**src/rtl/pcmd3180_seq.sv**
```systemverilog
// Power/stream sequencer for the PCMD3180 TDM capture path: SHDNZ, TDM master reset, settle and drain.
// Optional frame watchdog is compiled in with `define PCMD_SEQ_WATCHDOG_EN.
module pcmd3180_seq #(
    parameter int ShdnzDelay   = 8,
    parameter int SettleFrames = 2,
    parameter int StopFrames   = 1,
    parameter int WdogCycles   = 64
) (
    input  logic clk_i,
    input  logic rstn_i,
    input  logic enable_i,
    input  logic rx_valid_i,
    output logic pcmd_shdnz_o,
    output logic tdm_rstn_o,
    output logic frame_valid_o,
    output logic running_o,
    output logic busy_o,
    output logic fault_o
);

    localparam int MaxAb  = (ShdnzDelay > SettleFrames) ? ShdnzDelay : SettleFrames;
    localparam int MaxCd  = (StopFrames > WdogCycles) ? StopFrames : WdogCycles;
    localparam int MaxAll = (MaxAb > MaxCd) ? MaxAb : MaxCd;
    localparam int CntW   = $clog2(MaxAll) + 1;

    localparam logic [CntW-1:0] DelayLast  = CntW'(ShdnzDelay - 1);
    localparam logic [CntW-1:0] SettleLast = CntW'((SettleFrames > 0) ? SettleFrames - 1 : 0);
    localparam logic [CntW-1:0] StopLast   = CntW'(StopFrames - 1);

    typedef enum logic [2:0] {
        ST_OFF, ST_POWERUP, ST_SETTLE, ST_RUN, ST_DRAIN, ST_POWERDOWN
    } state_t;

    state_t          state_reg, state_next;
    logic [CntW-1:0] cnt_reg, cnt_next;
    logic            rx_prev_reg, edge_reg;
    logic            shdnz_reg, shdnz_next;
    logic            tdm_rstn_reg, tdm_rstn_next;
    logic            frame_valid_reg, frame_valid_next;
    logic            running_reg, running_next;
    logic            busy_reg, busy_next;
    logic            wdog_trip;

`ifdef PCMD_SEQ_WATCHDOG_EN
    localparam logic [CntW-1:0] WdogLast = CntW'(WdogCycles - 1);
    logic [CntW-1:0] wdog_cnt_reg;
    logic            fault_reg, fault_next;
    logic            wdog_active;

    assign wdog_active = (state_reg == ST_SETTLE) || (state_reg == ST_RUN) || (state_reg == ST_DRAIN);
    assign wdog_trip   = wdog_active && !edge_reg && (wdog_cnt_reg == WdogLast);

    always_ff @(posedge clk_i or negedge rstn_i) begin
        if (!rstn_i) begin
            wdog_cnt_reg <= '0;
            fault_reg    <= 1'b0;
        end else begin
            wdog_cnt_reg <= (wdog_active && !edge_reg) ? wdog_cnt_reg + 1'b1 : '0;
            fault_reg    <= fault_next;
        end
    end

    always_comb begin
        fault_next = fault_reg;
        if (wdog_trip)
            fault_next = 1'b1;
        else if (state_reg == ST_OFF && !enable_i)
            fault_next = 1'b0;
    end

    assign fault_o = fault_reg;
`else
    assign wdog_trip = 1'b0;
    assign fault_o   = 1'b0;
`endif

    // Frame = registered rising edge of rx_valid_i; held clear while the TDM master is in reset.
    always_ff @(posedge clk_i or negedge rstn_i) begin
        if (!rstn_i) begin
            rx_prev_reg <= 1'b0;
            edge_reg    <= 1'b0;
        end else begin
            rx_prev_reg <= rx_valid_i;
            edge_reg    <= tdm_rstn_reg && rx_valid_i && !rx_prev_reg;
        end
    end

    always_ff @(posedge clk_i or negedge rstn_i) begin
        if (!rstn_i) begin
            state_reg       <= ST_OFF;
            cnt_reg         <= '0;
            shdnz_reg       <= 1'b0;
            tdm_rstn_reg    <= 1'b0;
            frame_valid_reg <= 1'b0;
            running_reg     <= 1'b0;
            busy_reg        <= 1'b0;
        end else begin
            state_reg       <= state_next;
            cnt_reg         <= cnt_next;
            shdnz_reg       <= shdnz_next;
            tdm_rstn_reg    <= tdm_rstn_next;
            frame_valid_reg <= frame_valid_next;
            running_reg     <= running_next;
            busy_reg        <= busy_next;
        end
    end

    always_comb begin
        state_next = state_reg;
        case (state_reg)
            ST_OFF: begin
                if (enable_i && !fault_o) state_next = ST_POWERUP;
            end
            ST_POWERUP: begin
                if (!enable_i)
                    state_next = ST_POWERDOWN;
                else if (cnt_reg == DelayLast)
                    state_next = (SettleFrames == 0) ? ST_RUN : ST_SETTLE;
            end
            ST_SETTLE: begin
                if (!enable_i)
                    state_next = ST_DRAIN;
                else if (edge_reg && cnt_reg == SettleLast)
                    state_next = ST_RUN;
            end
            ST_RUN: begin
                if (!enable_i) state_next = ST_DRAIN;
            end
            ST_DRAIN: begin
                if (edge_reg && cnt_reg == StopLast) state_next = ST_POWERDOWN;
            end
            ST_POWERDOWN: begin
                if (cnt_reg == DelayLast) state_next = ST_OFF;
            end
            default: state_next = ST_OFF;
        endcase
        if (wdog_trip) state_next = ST_POWERDOWN;
    end

    // SHDNZ and TDM reset follow directly from the state being entered, so every exit path drops them together.
    always_comb begin
        cnt_next = cnt_reg;
        if (state_next != state_reg)
            cnt_next = '0;
        else if (state_reg == ST_POWERUP || state_reg == ST_POWERDOWN)
            cnt_next = cnt_reg + 1'b1;
        else if ((state_reg == ST_SETTLE || state_reg == ST_DRAIN) && edge_reg)
            cnt_next = cnt_reg + 1'b1;

        shdnz_next       = (state_next == ST_POWERUP) || (state_next == ST_SETTLE) ||
                           (state_next == ST_RUN)     || (state_next == ST_DRAIN);
        tdm_rstn_next    = (state_next == ST_SETTLE) || (state_next == ST_RUN) || (state_next == ST_DRAIN);
        frame_valid_next = (state_reg == ST_RUN) && edge_reg;
        running_next     = (state_next == ST_RUN);
        busy_next        = (state_next != ST_OFF) && (state_next != ST_RUN);
    end

    assign pcmd_shdnz_o  = shdnz_reg;
    assign tdm_rstn_o    = tdm_rstn_reg;
    assign frame_valid_o = frame_valid_reg;
    assign running_o     = running_reg;
    assign busy_o        = busy_reg;

endmodule
```
**config.mk**
```make
export PLATFORM = sky130hd
export DESIGN_NAME = pcmd3180_seq
export DESIGN_NICKNAME = d
export VERILOG_FILES = /design/src/rtl/pcmd3180_seq.sv
export SDC_FILE = /design/constraint.sdc
export NUM_CORES = 1
export LEC_CHECK = 0
export CORE_MARGIN = 2
export CORE_UTILIZATION = 30
export CTS_CLUSTER_DIAMETER = 200
export DETAILED_ROUTE_END_ITERATION = 10
export PLACE_DENSITY_LB_ADDON = 0.05
export SLEW_MARGIN = 20
export SYNTH_ARGS = -nofsm -noshare
export SYNTH_HDL_FRONTEND = slang
export SYNTH_SLANG_ARGS = --single-unit
```
**constraint.sdc**
```tcl
create_clock -name clk_i -period 2.3 [get_ports clk_i]
set_input_delay 0.46 -clock clk_i [delete_from_list [all_inputs] [get_ports clk_i]]
set_output_delay 0.46 -clock clk_i [all_outputs]
set_load 0.01 [all_outputs]
```
==> results.toml, run 1 <==
[critical_path]
path_delay_family = "compound AO/OA/AOI/OAI gates"
reg2regPathDepth = 4
critPathCaptureType = "flop"
cp_data_required_time_ps = 2510
crit_start = "enable_i"
start_kind = "input port"
critical_path_arrival_ps = 1980
cp_max_fo = 7
ff2ff_setup_slack_ps = 550
reg2reg_to = "cnt_reg[6]"
slowest_delay_ps = 470
reg2reg_from = "cnt_reg[3]"
crit_chain = "clkdlybuf4s50_1 > nor2b_1 > mux2_2 > a211o_2 > a21oi_1"
crit_type = "input port to flop"
critPathSlowestCell = "clkdlybuf4s50_1"
crit_buf_inv = 1

[power]
ir_worst_vdd_uv = 394
power_w = 0.00115
p_leak_nw = 0.464
p_per_area_nw_per_um2 = 1030

[floorplan]
die_area_um2 = 3690
num_io_pins = 10
start_util_pct = 31.7
die_h_um = 60.8
die_width_um = 60.8
rows = 20
core_area_um2 = 3050

[timing]
rsz0062_at_grt = "no"
setup_tns_ps = 0
clock_skew_ps = 1.00
hold_viol_final = 0
max_freq_mhz = 565
hold_slack_ps = 407
post-route-period-util_pct = 76.9
setup_viol = 0
drv_slew = 0
fin_crit_ps = 1770

[drt]
drtAntennaViolNets = 0
remaining_drc_errors = 0
viasPerCell = 5.01
vias = 782
drtIter0Drc = 50
drt_wl_total_um = 1910
wl_per_cell_um = 12.2
drt_first_pass_iters = 4

[clock_network]
clk_root_buffer_cell = "clkbuf_4"
cts_max_level = 1
clk_latency_ps = 280
hold_buffers = 0
post_cts_resized = 0
postCtsSetupRepairBufs = 0
cts_buffer_depth = 2
clkTransAtPathRegs_ps = 100
cts.sinks = 17
cts_tree = "done"
cts_made_buffers = 3

[finish]
layout.cells.non_filler = 156
finalNetCount = 120
drive_gt1_share_pct = 11.6
largest_reg_flops = 7
diodes = 0
area.growth.synth_to_final_pct = 15.5

[run_status]
outcome = "completed"

[yosys]
syn-instance-count = 104
ys_warn_count = 0
syn_avg_cell_area_um2 = 9.30
ys_seq_area_share_pct = 44.0
netlist_area_um2 = 967
synth_nets = 111
yosys_register_bits = 17
ys_types = 38

[place]
gp_congestion = 0.769
dpl.hpwl_um = 1380
place_inst = 152
port_buffers = 8

[worst_hold_path]
min_delay_path_depth = 1
hold_path_end = "edge_reg"
hold_path.class = "flop to flop"
min_from = "rx_prev_reg"

[grt]
grt_pass1_vias = 729
grt.total_usage_pct = 12.1
overflow = 0
grt_pass1_wl_um = 3330
antenna_found_initial = 0
grt_max_degree = 18

[job]
cap_violations = 0
==> worst max-delay path by stage <==
stage,endpoint,slack [ps],depth (start not counted)
floorplan,cnt_reg[2],640,5
global placement,cnt_reg[6],240,5
detailed placement,cnt_reg[6],230,5
CTS,cnt_reg[6],530,5
global route,cnt_reg[5],430,5
finish,cnt_reg[6],530,5
==> synth_stat cells (all sizes together) <==
cell type | n | area (um2)
nand3 | 2 | 10.0
inv | 5 | 18.8
a41oi | 3 | 26.3
a2bb2oi | 1 | 8.76
and4 | 1 | 8.76
and3 | 1 | 6.26
a21oi | 7 | 35.0
clkbuf | 2 | 7.51
or3b | 2 | 17.5
or2 | 1 | 6.26
nor2b | 4 | 25.0
dfrtp | 17 | 425
o211ai | 2 | 15.0
and2 | 1 | 6.26
nor4 | 1 | 6.26
conb | 1 | 3.75
nor2 | 10 | 37.5
nor3b | 1 | 7.51
o22ai | 2 | 12.5
a211o | 2 | 18.8
a31oi | 1 | 6.26
nand4b | 1 | 8.76
or4 | 1 | 11.3
mux2 | 2 | 22.5
o32ai | 1 | 8.76
nand4 | 1 | 6.26
ha | 3 | 37.5
nand2 | 7 | 26.3
buf | 5 | 27.5
nand3b | 1 | 7.51
a211oi | 1 | 7.51
o21ai | 5 | 25.0
xnor2 | 2 | 17.5
mux2i | 2 | 20.0
or3 | 5 | 31.3
==> worst reg2reg max path, cell delays in order (launching register included) <==
cell and delay, ps:
dfrtp_1 440, or4_4 590, o32ai_1 290, a211o_2 250, a21oi_1 60
==> logic make-up (layout without fill, tap and decap cells) <==
logic type      after synthesis  in the layout  synth area share (%)
compound gates               25             25                  16.9
xor+xnor                      2              2                  1.81
buf+inv                      12             20                  5.56
mux                           4              4                  4.40
fa+ha+maj                     3              3                  3.88
simple gates                 40             40                  23.0
flops                        17             17                  44.0
other cells                   1              1                 0.388
==> power breakdown <==
part	leakage, nW	internal (W)	switching, W
Combinational	0.235	0.000246	0.000251
Clock	0.0177	0.0000646	0.0000909
Sequential	0.212	0.000382	0.000117
==> per-stage QoR <==
step                      area (um2)  utilization [%]  worst slack (ps)
final                           1120             36.6               531
after CTS                       1120             36.6               531
after detailed placement        1090             35.7               226
after floorplan                  967                -               644
after global routing            1120             36.6               432
after global placement          1090             35.7               240
==> layer usage <==
layer	wire length [um]	vias up	GRT usage, %
met3	54	2	3.84
met5	0	-	0
met4	15	0	3.73
met2	862	14	18.3
met1	975	379	16.4
li1	-	387	-
==> cell usage in the layout (no fill, tap or decap), types with 2 or more instances in the layout <==
cell type / count
dfrtp_1: 17
nor2_1: 10
clkdlybuf4s50_1: 8
nand2_1: 7
a21oi_1: 7
inv_1: 5
o21ai_0: 5
or3_1: 5
nor2b_1: 4
a41oi_1: 3
ha_1: 3
clkbuf_4: 3
buf_4: 3
xnor2_1: 2
nand3_1: 2
mux2_2: 2
mux2i_1: 2
o22ai_1: 2
o211ai_1: 2
==> final cells by class <==
class	instances	area [um2]
clock buffer	3	22.5
tap	44	55.1
sequential	17	425
timing repair buffer	11	103
clock inverter	1	5.00
fill	337	1940
multi-input combinational	75	488
inverter	5	18.8
No activity file was read; power rests on OpenSTA's default activity.
==> run 2: changes to the inputs <==
clock period = 1.85 ns   (was 2.3 ns; I/O delays follow)
==> run 2 against run 1 <==
Against the previous run: core utilization up 1.4 points; routed wire length up 8.7%; critical path depth down 1; register-to-register slack worse by 430 ps; global-route usage up 1.5 points; final cell count up 3.8%; power up 30%; sequential share of layout area down 1.4 points; clock power up 32%; combinational power up 43%; worst setup slack worse by 410 ps; critical path type is now flop to flop; largest power group is now combinational cells; highest routed layer unchanged.
==> results.toml, run 2 (synthesis gave the netlist of run 1 again) <==
[finish]
layout.cells.non_filler = 162
nFillCells = 333
diodes = 0
seq_area_um2 = 425
finalInstanceArea_um2 = 1160
area.growth.synth_to_final_pct = 20.1
final_common_cell = "dfrtp_1"
largest_reg_flops = 7
final_cell_mix = "dfrtp_1, nor2_1, buf_4"
drive_gt1_share_pct = 15.3
multiInputGateArea_um2 = 488
finalNetCount = 126

[place]
place_inst = 158
dpl_worst_slack_ps = -154
gp_congestion = 0.780
dpl.hpwl_um = 1480
place_area_um2 = 1130
port_buffers = 8

[grt]
grt.total_usage_pct = 13.6
antenna_found_initial = 0
grt_pass1_wl_um = 3640
grt_pass1_vias = 802
overflow = 0
grt_max_degree = 18

[power]
p_per_area_nw_per_um2 = 1290
clkPwrFrac_pct = 13.6
cell_internal_pwr_w = 0.000905
p_leak_nw = 0.493
swShare_pct = 39.7
ir_worst_vdd_uv = 581
switchingPower_w = 0.000597
power_frac_comb_pct = 47.2
seqPwrFrac_pct = 39.2

[timing]
setup_tns_ps = 0
post-route-period-util_pct = 93.6
hold_slack_ps = 388
max_freq_mhz = 578
worst_slack_ps = 119
clock_skew_ps = 10.8
setup_viol = 0
rsz0062_at_grt = "no"
drv_slew = 0
fin_crit_ps = 1730
hold_viol_final = 0

[floorplan]
die_h_um = 60.8
core_area_um2 = 3050
die_width_um = 60.8
num_io_pins = 10
die_area_um2 = 3690
rows = 20
start_util_pct = 31.7

[critical_path]
critical_path_arrival_ps = 1900
start_kind = "flop"
cp_data_required_time_ps = 2020
cp_max_fo = 7
reg2regPathDepth = 4
reg2reg_from = "cnt_reg[4]"
crit_type = "flop to flop"
reg2reg_to = "cnt_reg[6]"
ff2ff_setup_slack_ps = 120
critPathCaptureType = "flop"

[drt]
drtIter0Drc = 20
drt_first_pass_iters = 4
drt_wl_total_um = 2070
wl_per_cell_um = 12.8
vias = 791
viasPerCell = 4.88
drtAntennaViolNets = 0
remaining_drc_errors = 0

[job]
cap_violations = 0

[run_status]
outcome = "completed"

[worst_hold_path]
hold_path.class = "input port to async pin"

[clock_network]
clk_latency_ps = 290
cts_buffer_depth = 2
cts_tree = "done"
postCtsSetupRepairBufs = 0
hold_buffers = 0
clk_root_buffer_cell = "clkbuf_4"
cts.sinks = 17
clkTransAtPathRegs_ps = 110
cts_made_buffers = 3
post_cts_resized = 0
cts_max_level = 1
-- run 2: cell types whose count changed in the layout (fill, tap and decap cells not counted) --
| cell | delta |
|---|---|
| clkinv_2 | -1 |
| clkbuf_1 | +1 |
| buf_4 | +6 |
-- run 2: critical path, cell delays in order (launching register included) --
cell,delay [ps]
dfrtp_1,440
or4_4,570
a211oi_1,300
a211o_2,240
a21oi_1,60
-- run 2: layout make-up --
cell class | instances | area share [%]
tap | 44 | 4.74
clock buffer | 4 | 2.26
sequential | 17 | 36.6
multi-input combinational | 75 | 42.0
timing repair buffer | 17 | 12.7
inverter | 5 | 1.62
-- run 2: worst max-delay path by stage --
| stage | from | end | slack [ps] |
|---|---|---|---|
| after detailed placement | enable_i | cnt_reg[6] | -150 |
| after floorplan | cnt_reg[3] | cnt_reg[2] | 250 |
| after global routing | state_reg[2] | cnt_reg[2] | 50 |
| after CTS | cnt_reg[4] | cnt_reg[6] | 140 |
| final | cnt_reg[4] | cnt_reg[6] | 120 |
| after global placement | enable_i | cnt_reg[6] | -120 |
-- run 2: power groups by stage --
stage / registers, W / clock network [W] / logic, W
6_report: 0.000588 / 0.000204 / 0.000709
5_1_grt: 0.000609 / 0.000235 / 0.000794
4_1_cts: 0.000587 / 0.000223 / 0.000713
3_5_place_dp: 0.000595 / 0 / 0.000712
3_3_place_gp: 0.000593 / 0 / 0.000708
2_1_floorplan: 0.000560 / 0 / 0.000508
-- run 2: routing by layer --
layer | vias up | global-route usage, % | wire length (um)
met5 | - | 0 | 0
met4 | 0 | 3.73 | 15
met3 | 2 | 4.48 | 68
met2 | 8 | 22.0 | 949
met1 | 384 | 17.4 | 1040
li1 | 397 | - | -
-- run 2: through the flow --
stage / total power (W) / util [%]
after floorplan: 0.00107 / -
after global placement: 0.00130 / 37.2
after detailed placement: 0.00131 / 37.2
after CTS: 0.00152 / 38.0
after global routing: 0.00164 / 38.0
final: 0.00150 / 38.0
